==> config.mk <==
export PLATFORM = sky130hd
export DESIGN_NAME = act_buffer_loader
export DESIGN_NICKNAME = d
export VERILOG_FILES = /design/src/rtl/act_buffer_loader.sv
export SDC_FILE = /design/constraint.sdc
export NUM_CORES = 2
export LEC_CHECK = 0
export ABC_AREA = 0
export CAP_MARGIN = 20
export CORE_AREA = 5 5 424 426
export CTS_CLUSTER_DIAMETER = 40
export CTS_CLUSTER_SIZE = 14
export DETAILED_ROUTE_END_ITERATION = 6
export DIE_AREA = 0 0 429 431
export GPL_TIMING_DRIVEN = 0
export PLACE_DENSITY = 0.48
export SLEW_MARGIN = 20
export SYNTH_ARGS = -nofsm -noshare
export SYNTH_HDL_FRONTEND = slang
export SYNTH_SLANG_ARGS = --single-unit
==> constraint.sdc <==
create_clock -name clk -period 3.5 [get_ports clk]
set_input_delay 0.7 -clock clk [delete_from_list [all_inputs] [get_ports clk]]
set_output_delay 0.7 -clock clk [all_outputs]
set_load 0.01 [all_outputs]
==> src/rtl/act_buffer_loader.sv <==
// act_buffer_loader: packs IN_W-bit stream words into TM*8-bit rows and fills a
// ping/pong activation buffer, tracking which bank holds a committed tile.
module act_buffer_loader #(
   parameter int TM = 128,
   parameter int ADDR_WIDTH = 7,
   parameter int IN_W = 32
) (
   input  logic                  clk,
   input  logic                  rst,
   input  logic                  s_valid,
   output logic                  s_ready,
   input  logic [IN_W-1:0]       s_data,
   input  logic                  s_last,
   input  logic [ADDR_WIDTH:0]   cfg_rows,
   output logic                  we,
   output logic [ADDR_WIDTH-1:0] waddr,
   output logic [TM*8-1:0]       wdata,
   output logic                  bank_sel_wr,
   output logic                  bank_sel_rd,
   output logic                  rd_bank_valid,
   input  logic                  rd_release,
   output logic                  tile_done,
   output logic                  err_last
);
   localparam int WPR = TM * 8 / IN_W;
   localparam int WCW = WPR > 1 ? $clog2(WPR) : 1;
   localparam logic [ADDR_WIDTH:0] DEPTH = (ADDR_WIDTH + 1)'(1) << ADDR_WIDTH;

   if ((TM * 8) % IN_W != 0) begin : g_bad_width
      $fatal(1, "act_buffer_loader: TM*8 must be a multiple of IN_W");
   end

   typedef enum logic [1:0] {IDLE, FILL, LAST, COMMIT} state_t;
   state_t state, state_n;
   logic [1:0] full;
   logic [WCW-1:0] word_cnt;
   logic [ADDR_WIDTH-1:0] row_cnt, last_row;
   logic accept, row_end, tile_end, release_ok;

   assign s_ready = state == FILL;
   assign tile_done = state == COMMIT;
   assign rd_bank_valid = full[bank_sel_rd];
   assign accept = s_valid && s_ready;
   assign row_end = word_cnt == WCW'(WPR - 1);
   assign tile_end = row_end && row_cnt == last_row;
   assign release_ok = rd_release && rd_bank_valid;

   always_comb begin
      state_n = state;
      state_n = state == IDLE ? (full[bank_sel_wr] ? IDLE : FILL)
              : state == FILL ? (accept && tile_end ? LAST : FILL)
              : state == LAST ? COMMIT : IDLE;
   end

   always_ff @(posedge clk) begin
      if (rst) state <= IDLE;
      else state <= state_n;
   end

   always_ff @(posedge clk) begin
      if (rst) begin
         full <= '0;
         word_cnt <= '0;
         row_cnt <= '0;
         last_row <= '0;
         we <= 1'b0;
         waddr <= '0;
         wdata <= '0;
         bank_sel_wr <= 1'b0;
         bank_sel_rd <= 1'b0;
         err_last <= 1'b0;
      end else begin
         we <= accept && row_end;
         // 0 and anything beyond the buffer depth both wrap to a full-depth tile
         if (state == IDLE && !full[bank_sel_wr]) begin
            last_row <= cfg_rows > DEPTH ? '1 : ADDR_WIDTH'(cfg_rows - (ADDR_WIDTH + 1)'(1));
            word_cnt <= '0;
            row_cnt <= '0;
         end
         if (accept) begin
            wdata[word_cnt * IN_W +: IN_W] <= s_data;
            word_cnt <= row_end ? '0 : word_cnt + WCW'(1);
            err_last <= err_last | (s_last != tile_end);
            if (row_end) begin
               waddr <= row_cnt;
               row_cnt <= row_cnt + ADDR_WIDTH'(1);
            end
         end
         if (state == COMMIT) bank_sel_wr <= !bank_sel_wr;
         if (release_ok) bank_sel_rd <= !bank_sel_rd;
         full <= (full & ~(release_ok ? 2'b01 << bank_sel_rd : 2'b00))
               | (state == COMMIT ? 2'b01 << bank_sel_wr : 2'b00);
      end
   end
endmodule

# [Yosys cells after proc, flatten, opt, wreduce, memory -nomap -nowiden]
# Cells that the tools add are included.
# W data, S select, Z words.
[classes] add_sub_neg=4 order_cmp=3 n_eq_ne=6 n_shift=4 mux=19 bitwise_logic=4 reduce_logical=12
[op_table] cell="$bwmux W1024" n=1
[op_table] cell="$shift A32 B34 Y1024 const A" n=1
[op_table] cell="$shiftx A32 B34 Y1024" n=1
[op_table] cell="$neg A10 Y34" n=1
[op_table] cell="$mux W7" n=4
[op_table] cell="$mux W5" n=3
[op_table] cell="$mux W2" n=6
[op_table] cell="$gt A8 B8 Y1 const B" n=1
[op_table] cell="$add A7 B1 Y7 const B" n=1
[op_table] cell="$eq A7 B7 Y1" n=1
[op_table] cell="$sub A7 B1 Y7 const B" n=1
[op_table] cell="$logic_and A1 B1 Y1" n=6
[op_table] cell="$add A5 B1 Y5 const B" n=1
[op_table] cell="$eq A5 B5 Y1 const B" n=1
[op_table] cell="$mux W1" n=5
[op_table] cell="$eq A2 B2 Y1 const B" n=2
[op_table] cell="$lt A1 B2 Y1 const B" n=2
[op_table] cell="$shl A1 B1 Y2 const A" n=2
[op_table] cell="$logic_not A1 Y1" n=3
[op_table] cell="$and A2 B2 Y2" n=1
[op_table] cell="$eq A2 B1 Y1 const B" n=1
[op_table] cell="$logic_not A2 Y1" n=1
[op_table] cell="$not A2 Y2" n=1
[op_table] cell="$or A2 B2 Y2" n=1
[op_table] cell="other kinds (4)" n=4
[totals] regBits=1058 in_bits=45 out_inout_bits=1038 word_cells=63

# [Depth between registers and ports, before layout]
[depth] word_depth=7 mapped_depth=15 depth_no_buf=8

# [Worst setup path before layout]
# Ideal clock, no wire load.
[synth_timing] path_type="register -> register" start="register word_cnt[0]" end="register wdata[939]" setup_time_ns=0.121 arrival_time_ns=3.330 required_ns=3.379 slack_ns=0.049 stages_incl_launch_ff=15 n_path_buf=6 synth_period_minus_slack_ns=3.451 cell_sequence="dfxtp_1 -> buf_6 -> clkbuf_1 -> buf_1 -> inv_1 -> ha_1 -> buf_2 -> nor3b_1 -> ha_1 -> nor4bb_1 -> nand2_1 -> or4_1 -> buf_2 -> buf_6 -> mux2_4"
[synth_between] elab_chain_cells=3 word_cells_on_any_way=4 cone_classes="add/sub (1); shift (2); mux (1)"
[synth_rtl] element="start, declared" line="36" text="logic [WCW-1:0] word_cnt;"
[synth_rtl] element="start signal, assigned" line="82" text="word_cnt <= row_end ? '0 : word_cnt + WCW'(1);"
[synth_rtl] element="$neg A10 Y34 (*)" line="81" text="wdata[word_cnt * IN_W +: IN_W] <= s_data;"
[synth_rtl] element="$shiftx A32 B34 Y1024 or $shift A32 B34 Y1024 (tied branches)" line="81"
[synth_rtl] element="$bwmux W1024 (*)" line="81"
[synth_rtl] element="end signal, assigned by index" line="81"
[synth_rtl] element="end, declared" line="17" text="output logic [TM*8-1:0] wdata,"
# Mark *: on every way between the ends. The rest lies on a longest branch, timed or not.
# A chain may end at the register's enable or synchronous reset.

# [Worst setup path after layout]
[layout_timing] start="register word_cnt[0]" end="register wdata[66]"
# The elaborated chain is that of the path after synthesis.

==> metrics.txt <==
status finished, final reports clean; Max H-tree Level 4; fin cells 8,545; CP required 4.18 ns; placed cell area 57,200 µm²; Compound-Gate Fraction of Synth Area 5.10%; Port Buffer Count 1,061; Worst path slowest cell dfxtp_1; hold crit path type in -> reg; fill count 17,834; most frequent CP cell buf_6; Max-slew headroom 25.8%; crit end category flop; final hold viol count 0; TritonCTS clock tree done; pwr/cell area 507 nW/µm²; Hold Buf Count CTS 0; Critical path destination wdata[66]; Post-Syn Instances 4,688; fraction of layout cells with a size suffix above 1 12.3%; Worst Path Buf+Inv 8; syn avg cell area 9.05 µm²; max incr delay on CP 0.36 ns; clock buffer count from CTS 196; First-pass DRT Iterations 6; Root Buffer clkbuf_16; total power 33.1 mW; Arr. time, crit path 4.06 ns; Post-DP HPWL 216 mm; commonest non-fill, non-tap cell in the layout nand2_1; nets@finish 6,079; Worst Setup SP word_cnt[0]; reg2reg end wdata[66]; Hold Slack 0.407 ns; Cells after DPL 8,135; CP cell instances buf_6, buf_6, buf_6, inv_1, ha_1, buf_4, nor3b_1, ha_2, nand4bb_1, buf_6, a211oi_4, buf_12, nand3_1, buf_4, mux2i_1; RR Startpoint word_cnt[0]; Mapped Area 42,400 µm²; adder-cell share of the synthesized area 0.207%; Routed Antenna Nets 0; clock period minus worst slack 3.38 ns; insertion delay to the later sink of the worst-skew pair 0.84 ns; CP startpoint kind flop; Sinks on Clock Net 1,058; Vias/cell 4.96; Post-Synth Simple-Gate Area 20.9%; total nets after synthesis 4,740; Synth Flop Type dfxtp_1; starting density of the core 24.2%; Area growth syn-to-layout 53.8%; global route overflow 0; Worst VDD drop 0.504 mV; global-route wire length before repair 364 mm; EDFF count, synth 0; DR WL/cell 32.2 µm; antenna violations before repair 30; Clock Path Buffers 3; chip width 429 µm; Max Clock Freq 296 MHz; Tcrit/Tclk final 96.7%; Setup Viol. Count Final 0; post-route cell area 65,200 µm²; Netlist cell types 60; P_leak 25.5 nW; register area share after synthesis 49.9%; largest net degree at the start of global routing 17; row count 154; vias in the first global route 40,898; final wirelength 275 mm; warnings from Yosys 0; Vias 42,419; flops & latches, synth 1,058; Pins Over Slew Limit 0; DR iter-0 viols 3,519; XOR/XNOR Fraction of Synth Area 0.328%; Critical Path Fanout Max 10; Layout Skew 0.0361 ns; main combinational cell family by area after synthesis simple AND/OR/NAND/NOR gates; Least-Margin Pin Slew 1.11 ns; most frequent cells in the layout nand2_1 (1,163), clkdlybuf4s50_1 (1,061), dfxtp_1 (1,058); CP top delay family buffers and inverters; Clk pin slew, worst setup/hold paths 0.05 ns; reg-to-reg setup timing slack 0.12 ns; final routed DRC violation total 0; post-synthesis mux area share 18.8%; core box area 175,000 µm²; worst reg-to-reg path cell count 15; WP depth 15; die area 185,000 µm²; Async S/R FF share, synth 0%; IO Pins 1,083; Final Wtd Congestion 0.894; max_cap viols 0; Crit Path Category reg -> reg; Overall Global Routing Usage 28.4%; Die Span Y 431 µm
per-layer routing:
layer / vias to the layer above / part of all wire (%) / track usage, %
li1: 18848 / - / -
met1: 21263 / 40 / 33.7
met2: 1899 / 48 / 48.5
met3: 409 / 7.1 / 7.17
met4: 0 / 4.8 / 12.4
met5: - / 0 / 0
synth_stat cells, drive strengths merged (3+ instances only):
| cell type | instances | share of area, % |
|---|---|---|
| nand2b | 7 | 0.10 |
| or4 | 5 | 0.089 |
| o21ai | 135 | 1.6 |
| o2bb2ai | 22 | 0.45 |
| a31o | 5 | 0.10 |
| or2 | 3 | 0.044 |
| o31ai | 55 | 0.99 |
| a21oi | 87 | 1.0 |
| mux2 | 33 | 1.0 |
| o311ai | 21 | 0.43 |
| mux2i | 753 | 18 |
| buf | 127 | 1.5 |
| and3 | 8 | 0.12 |
| clkbuf | 361 | 3.2 |
| nand3 | 445 | 5.3 |
| ha | 7 | 0.21 |
| nand3b | 6 | 0.11 |
| xor2 | 5 | 0.12 |
| nor3b | 4 | 0.071 |
| nand2 | 1165 | 10 |
| a211oi | 11 | 0.23 |
| a31oi | 5 | 0.074 |
| nor2 | 51 | 0.45 |
| nor2b | 35 | 0.52 |
| dfxtp | 1058 | 50 |
| or3 | 4 | 0.059 |
| and2 | 34 | 0.50 |
| inv | 9 | 0.080 |
| xnor2 | 10 | 0.21 |
| nor4 | 12 | 0.25 |
| nand4 | 125 | 1.8 |
| and4 | 27 | 0.56 |
| nor3 | 33 | 0.39 |
area by class of cell:
type	count	area (µm²)	area share [%]
sequential	1058	21200	32.5
multi-input combinational	3133	19700	30.2
timing repair buffer	1147	12100	18.6
clock buffer	260	5610	8.60
tap	2340	2930	4.49
buffer	482	2550	3.90
clock inverter	100	1050	1.61
antenna	16	40.0	0.0614
inverter	9	33.8	0.0518
kinds of logic after synthesis:
logic type	count (synthesis)
multiplexers	786
adder cells (fa/ha/maj)	7
XOR/XNOR	15
AND/OR/NAND/NOR	1974
buffers and inverters	497
AO/OA/AOI/OAI	351
flip-flops	1058
worst min path at each step:
stage	startpoint	end	cells after the start
2_1_floorplan	row_cnt[6]	waddr[6]	2
3_3_place_gp	wdata[29]	wdata[29]	2
3_5_place_dp	wdata[8]	wdata[8]	2
4_1_cts	s_data[3]	wdata[931]	4
5_1_grt	s_data[3]	wdata[931]	4
6_report	s_data[3]	wdata[931]	4
state kept, by name, indices dropped and copies added, names as in the netlist:
| register | count |
|---|---|
| err_last | 1 |
| bank_sel_rd | 1 |
| waddr | 7 |
| we | 1 |
| last_row | 7 |
| wdata | 1024 |
| full | 2 |
| row_cnt | 7 |
| state | 2 |
| bank_sel_wr | 1 |
| word_cnt | 5 |
worst register-to-register path, stage by stage, from the launching register on:
cell       delay [ns]
dfxtp_1          0.36
buf_6            0.12
buf_6            0.13
buf_6            0.15
inv_1            0.06
ha_1             0.18
buf_4            0.18
nor3b_1          0.16
ha_2             0.24
nand4bb_1        0.22
buf_6            0.19
a211oi_4         0.31
buf_12           0.20
nand3_1          0.28
buf_4            0.33
mux2i_1          0.15
power breakdown:
group	internal [mW]	total [mW]	switching [mW]
sequential	12.1	12.1	0.0146
combinational	0.385	1.82	1.44
clock	12.1	19.2	7.07
per-stage QoR:
step / TNS (ns) / utilization [%] / setup slack (ns)
final: 0 / 37.2 / 0.116
after global placement: -1896.24 / 31.9 / -2.73
after detailed placement: -1217.11 / 32.6 / -1.91
after floorplan: 0 / - / 0.0486
after CTS: -0.0540 / 37.0 / -0.0195
after global routing: -0.00589 / 37.2 / -0.00589
repair_timing:
action,4_1_cts,5_1_grt
endpoints found under the setup margin,1050,835
resized for setup,225,72
buffers inserted,34,3
hold endpoints to repair,0,0
pin swaps,17,2
gates cloned,1,1
(Power assumes the default switching activity.)
